`config.mk`:
```
export PLATFORM = sky130hd
export DESIGN_NAME = hx711_emulator
export DESIGN_NICKNAME = d
export VERILOG_FILES = /design/src/rtl/hx711_emulator.sv
export SDC_FILE = /design/constraint.sdc
export NUM_CORES = 1
export LEC_CHECK = 0
export ABC_AREA = 1
export CAP_MARGIN = 5
export CORE_MARGIN = 2
export CORE_UTILIZATION = 45
export DETAILED_ROUTE_END_ITERATION = 8
export PLACE_DENSITY = 0.75
export SYNTH_ARGS = -nofsm -noshare
export SYNTH_HDL_FRONTEND = slang
export SYNTH_SLANG_ARGS = --single-unit
export TNS_END_PERCENT = 30
```
`constraint.sdc`:
```
create_clock -name clk -period 2.1 [get_ports clk]
set_input_delay 0.315 -clock clk [delete_from_list [all_inputs] [get_ports clk]]
set_output_delay 0.315 -clock clk [all_outputs]
set_load 0.05 [all_outputs]
```
`src/rtl/hx711_emulator.sv`:
```
// HX711 device model: serves a held 24-bit sample on hx_dt, clocked by the driver's SCK.
// SCK-high power-down is built in only when HX711_EMU_PWRDN_EN is defined.
//   state   | meaning
//   CONVERT | conversion timer running, hx_dt high, gain-select pulses accepted
//   READY   | sample latched, hx_dt low, waiting for the first SCK rise
//   SHIFT   | sample bits leaving MSB-first on SCK rises
//   PWRDN   | SCK held high too long, waiting for SCK low
module hx711_emulator #(
  parameter int CLK_FREQ_HZ = 50_000_000,
  parameter int CONV_CYC    = 5_000_000,
  parameter int PD_CYC      = 3_000
) (
  input  logic        clk,
  input  logic        rst,
  input  logic        hx_sck,
  output logic        hx_dt,
  input  logic [23:0] sample_in,
  input  logic        sample_valid,
  output logic [1:0]  gain_sel,
  output logic        powered_down,
  output logic        frame_done,
  output logic        overrun,
  output logic        protocol_err
);

  localparam int CW = $clog2(CONV_CYC);

  if (CONV_CYC < 2 || PD_CYC < 2 || CLK_FREQ_HZ <= 0) begin : g_param_check
    $error("hx711_emulator: CONV_CYC and PD_CYC must be >= 2, CLK_FREQ_HZ positive");
  end

  typedef enum logic [1:0] {CONVERT, READY, SHIFT, PWRDN} state_t;

  state_t        state_q, state_d;
  logic [CW-1:0] conv_cnt_q, conv_cnt_d;
  logic [4:0]    pulse_cnt_q, pulse_cnt_d;
  logic [1:0]    gain_q, gain_d;
  logic [23:0]   shift_q, shift_d, hold_q, src;
  logic          hx_dt_d;
  logic          sck_s1, sck_s2, sck_prev;
  logic          sck_rise, sck_hi, conv_tc, pd_hit;

  assign sck_rise = sck_s2 & ~sck_prev;
  assign sck_hi   = sck_s2;
  assign conv_tc  = (conv_cnt_q == CW'(CONV_CYC - 1));
  assign gain_sel = gain_q;

`ifdef HX711_EMU_PWRDN_EN
  localparam int PW = $clog2(PD_CYC + 1);
  logic [PW-1:0] pd_cnt_q;
  logic          sck_fall;

  assign sck_fall = ~sck_s2 & sck_prev;

  // Saturates at PD_CYC so the trigger fires once per high period.
  always_ff @(posedge clk) begin
    if (rst || !sck_hi)             pd_cnt_q <= '0;
    else if (pd_cnt_q != PW'(PD_CYC)) pd_cnt_q <= pd_cnt_q + 1'b1;
  end

  assign pd_hit       = sck_hi && (pd_cnt_q == PW'(PD_CYC - 1));
  assign powered_down = (state_q == PWRDN);
`else
  assign pd_hit       = 1'b0;
  assign powered_down = 1'b0;
`endif

  always_comb begin
    state_d      = state_q;
    conv_cnt_d   = conv_cnt_q;
    pulse_cnt_d  = pulse_cnt_q;
    gain_d       = gain_q;
    shift_d      = shift_q;
    hx_dt_d      = hx_dt;
    src          = shift_q;
    frame_done   = 1'b0;
    overrun      = 1'b0;
    protocol_err = 1'b0;
    if (pd_hit) begin
      state_d = PWRDN;
      hx_dt_d = 1'b1;
    end else begin
      case (state_q)
        CONVERT: begin
          hx_dt_d    = 1'b1;
          conv_cnt_d = conv_cnt_q + 1'b1;
          if (sck_rise) begin
            case (pulse_cnt_q)
              5'd25:   begin pulse_cnt_d = 5'd26; gain_d = 2'd1; end
              5'd26:   begin pulse_cnt_d = 5'd27; gain_d = 2'd2; end
              default: protocol_err = 1'b1;
            endcase
          end
          if (conv_tc) begin
            conv_cnt_d  = '0;
            pulse_cnt_d = '0;
            shift_d     = sample_valid ? sample_in : hold_q;
            state_d     = READY;
            hx_dt_d     = 1'b0;
          end
        end
        READY: begin
          hx_dt_d    = 1'b0;
          conv_cnt_d = conv_tc ? '0 : conv_cnt_q + 1'b1;
          if (conv_tc) begin
            overrun = 1'b1;
            src     = hold_q;
          end
          shift_d = src;
          if (sck_rise) begin
            state_d     = SHIFT;
            pulse_cnt_d = 5'd1;
            hx_dt_d     = src[23];
            shift_d     = {src[22:0], 1'b0};
          end
        end
        SHIFT: begin
          if (sck_rise) begin
            if (pulse_cnt_q == 5'd24) begin
              frame_done  = 1'b1;
              hx_dt_d     = 1'b1;
              gain_d      = 2'd0;
              conv_cnt_d  = '0;
              pulse_cnt_d = 5'd25;
              state_d     = CONVERT;
            end else begin
              hx_dt_d     = shift_q[23];
              shift_d     = {shift_q[22:0], 1'b0};
              pulse_cnt_d = pulse_cnt_q + 1'b1;
            end
          end
        end
`ifdef HX711_EMU_PWRDN_EN
        PWRDN: begin
          hx_dt_d = 1'b1;
          if (sck_fall) begin
            state_d     = CONVERT;
            conv_cnt_d  = '0;
            pulse_cnt_d = '0;
            gain_d      = 2'd0;
          end
        end
`endif
        default: begin
          state_d = CONVERT;
          hx_dt_d = 1'b1;
        end
      endcase
    end
  end

  always_ff @(posedge clk) begin
    if (rst) begin
      sck_s1      <= 1'b0;
      sck_s2      <= 1'b0;
      sck_prev    <= 1'b0;
      state_q     <= CONVERT;
      conv_cnt_q  <= '0;
      pulse_cnt_q <= '0;
      gain_q      <= 2'd0;
      shift_q     <= '0;
      hold_q      <= '0;
      hx_dt       <= 1'b1;
    end else begin
      sck_s1      <= hx_sck;
      sck_s2      <= sck_s1;
      sck_prev    <= sck_s2;
      state_q     <= state_d;
      conv_cnt_q  <= conv_cnt_d;
      pulse_cnt_q <= pulse_cnt_d;
      gain_q      <= gain_d;
      shift_q     <= shift_d;
      hx_dt       <= hx_dt_d;
      if (sample_valid) hold_q <= sample_in;
    end
  end

endmodule
```
==> run_results.csv <==
group,metric,value,unit
floorplanning,die_height,109,um
route,vias,4930,
power,power.total,3.75,mW
timing,fmax,495,MHz
final_layout,final_cell_mix,"107 x nand2_1, 96 x inv_1, 90 x nor2_1, 85 x nand3_1, 81 x dfxtp_1",
synth,syn_avg_cell_area,6.74,um2
synth,yosys_warnings,0,
power,powerDensity,651,mW/mm2
status,status,"finished, final reports clean",
placed_design,hpwlAfterDp,8840,um
global_routing,overflow,0,
global_routing,grt_antenna_before_repair,0,
min_path,min_path_type,"in2reg",
timing,relSlewSlack,0.641,
clocking,clock_sinks,84,
timing,setup_violations,0,
route,avgRoutedWirePerCell,13.9,um
clocking,cts.htree.levels,3,
synth,synthCells,731,
final_layout,seqCellArea,0.00169,mm2
route,viasPerCell,5.44,
floorplanning,ios,35,
setup_path,r2r-end,"conv_cnt_q[18]",
job,cap_violations,0,
synth,synthArstFlopShare,0,
floorplanning,die_w,109,um
min_path,hold_end,"conv_cnt_q[4]",
floorplanning,start_util,0.459,
timing,drv_slew,0,
synth,synth-main-ff-cell,"dfxtp_1",
power,ir_worst_vdd,0.528,mV
route,drc,0,
global_routing,grt_pass1_wl,21100,um
setup_path,r2r_start,"state_q[0]",
global_routing,grt_usage,0.226,
min_path,hold_start,"rst",
clocking,cts_root_buf,"clkbuf_8",
synth,ys_ff_latch,84,
global_routing,grt_max_degree,50,
final_layout,fillers,1050,
setup_path,ff2ff_setup_slack,0.15,ns
placed_design,dp_slack,0.135,ns
synth,synth_nets,768,
timing,worstMarginPinSlew,0.534,ns
global_routing,grt_pass1_vias,4631,
clocking,cts_tree,"done",
setup_path,crit_type,"reg2out",
setup_path,critPathMaxFanout,7,
power,leakagePower,2.40,nW
route,drt-initial-drc-count,449,
timing,worst_slack,0.0786,ns
placed_design,postPlaceCellArea,0.00546,mm2
synth,synth_seq_area_share,0.341,
timing,finalCritPeriodShare,0.963,
timing,rsz0062_at_grt,"yes",
min_path,hold_path_depth,4,
final_layout,nNetsFinal,800,
route,dr.pass1.iters,5,
placed_design,port_buffers,33,
synth,synth_edf_count,0,
setup_path,startpoint_type,"register",
clocking,clock_latency,0.39,ns
timing,hold_viol,0,
setup_path,worstSetupEndpointType,"output port",
floorplanning,fp-row-count,38,
timing,period_minus_slack,2.02,ns
setup_path,reg2reg_depth,12,
placed_design,place.gp.congestion,0.953,
synth,ys_types,38,
timing,finalSetupTns,0,ns
setup_path,crit_arrival,1.71,ns
final_layout,areaGrowthSynthToFinish,16.7,%
clocking,hold_buffers,0,
timing,skew,0.00962,ns
clocking,clk_pin_slew_worst_paths,0.09,ns
final_layout,mostFrequentLayoutCell,"nand2_1",
final_layout,layout-drive-gt1-share,0.121,
final_layout,stdcell_area,0.00575,mm2
floorplanning,die_area,0.0118,mm2
route,ant_nets,0,
final_layout,multi_input_area,0.00272,mm2
clocking,cts_buffers,9,
route,wl,12600,um
final_layout,antennaDiodeCount,0,
setup_path,required,1.78,ns
clocking,clockBufferDepth,2,
final_layout,post-route-util,0.535,
synth,syn_area,0.00493,mm2
floorplanning,core,0.0107,mm2
## worst max path at each step
stage,to,cells after the start,start,slack [ns]
3_5_place_dp,shift_q[13],11,conv_cnt_q[0],0.14
2_1_floorplan,overrun,7,conv_cnt_q[0],0.1
3_3_place_gp,shift_q[16],11,conv_cnt_q[0],0.20
5_1_grt,frame_done,8,pulse_cnt_q[0],-0.02
4_1_cts,frame_done,8,pulse_cnt_q[1],0.001
6_report,overrun,8,conv_cnt_q[6],0.08
## cell usage after synthesis (9+ instances only)
master / n / area [um2]
nand2_1: 109 / 409
inv_1: 98 / 368
nor2_1: 94 / 353
nand3_1: 86 / 430
dfxtp_1: 84 / 1680
a21oi_1: 69 / 345
o21ai_0: 23 / 115
o211ai_1: 19 / 143
clkbuf_1: 16 / 60.1
o22ai_1: 15 / 93.8
nor3_1: 13 / 65.1
mux2i_1: 12 / 120
buf_2: 10 / 50.1
inv_2: 10 / 37.5
nand4_1: 10 / 62.6
ha_1: 9 / 113
## kinds of logic after synthesis
group	count (synthesis)	share of synthesized area
multiplexers	12	0.0244
AO/OA/AOI/OAI	142	0.169
buffers and inverters	141	0.118
adder cells (fa/ha/maj)	9	0.0228
XOR/XNOR	3	0.00533
flip-flops	84	0.341
other	1	0.000761
AND/OR/NAND/NOR	339	0.319
## what timing repair did
item | in CTS | in global routing
setup buffers | 0 | 0
pin swaps | 2 | 1
endpoints found under the setup margin | 3 | 26
gates resized for setup | 13 | 9
## through the flow
| step | std cells | hold WS [ns] |
|---|---|---|
| final | 907 | 0.366 |
| after global routing | 907 | 0.383 |
| after CTS | 907 | 0.343 |
| after detailed placement | 892 | 0.399 |
| after global placement | 892 | 0.399 |
| after floorplan | 731 | 0.388 |
## critical path, stage by stage (launching register included)
cell     delay [ns]
dfxtp_1        0.39
inv_2          0.08
nand2_1        0.05
nor2_1         0.20
nand2_1        0.08
nor2_1         0.15
nand2_2        0.10
nor2_4         0.12
buf_12         0.14
## power by group
group          switching [mW]  internal [mW]
registers              0.0672           1.70
logic                   0.395          0.255
clock network           0.603          0.726
## routing by layer
metal / vias to the layer above / GRT usage / wire (um)
li1: 2480 / - / -
met1: 2253 / 0.282 / 5660
met2: 174 / 0.365 / 5860
met3: 23 / 0.0478 / 782
met4: 0 / 0.120 / 293
met5: - / 0 / 0
## sequential cells by signal, indices dropped and copies added (netlist names)
name and count:
hold_q 24, shift_q 24, conv_cnt_q 23, pulse_cnt_q 5, gain_sel 2, state_q 2, hx_dt 1, sck_hi 1
sck_prev 1, sck_s1 1
## layout make-up
cell class                      instances  area share
Inverter                              109      0.0716
Multi-Input combinational cell        506       0.473
Sequential cell                        84       0.294
Clock inverter                          4      0.0126
Clock buffer                           11      0.0263
Tap cell                              140      0.0305
Timing Repair Buffer                   53      0.0923
Power figures use the tool's default switching activity.
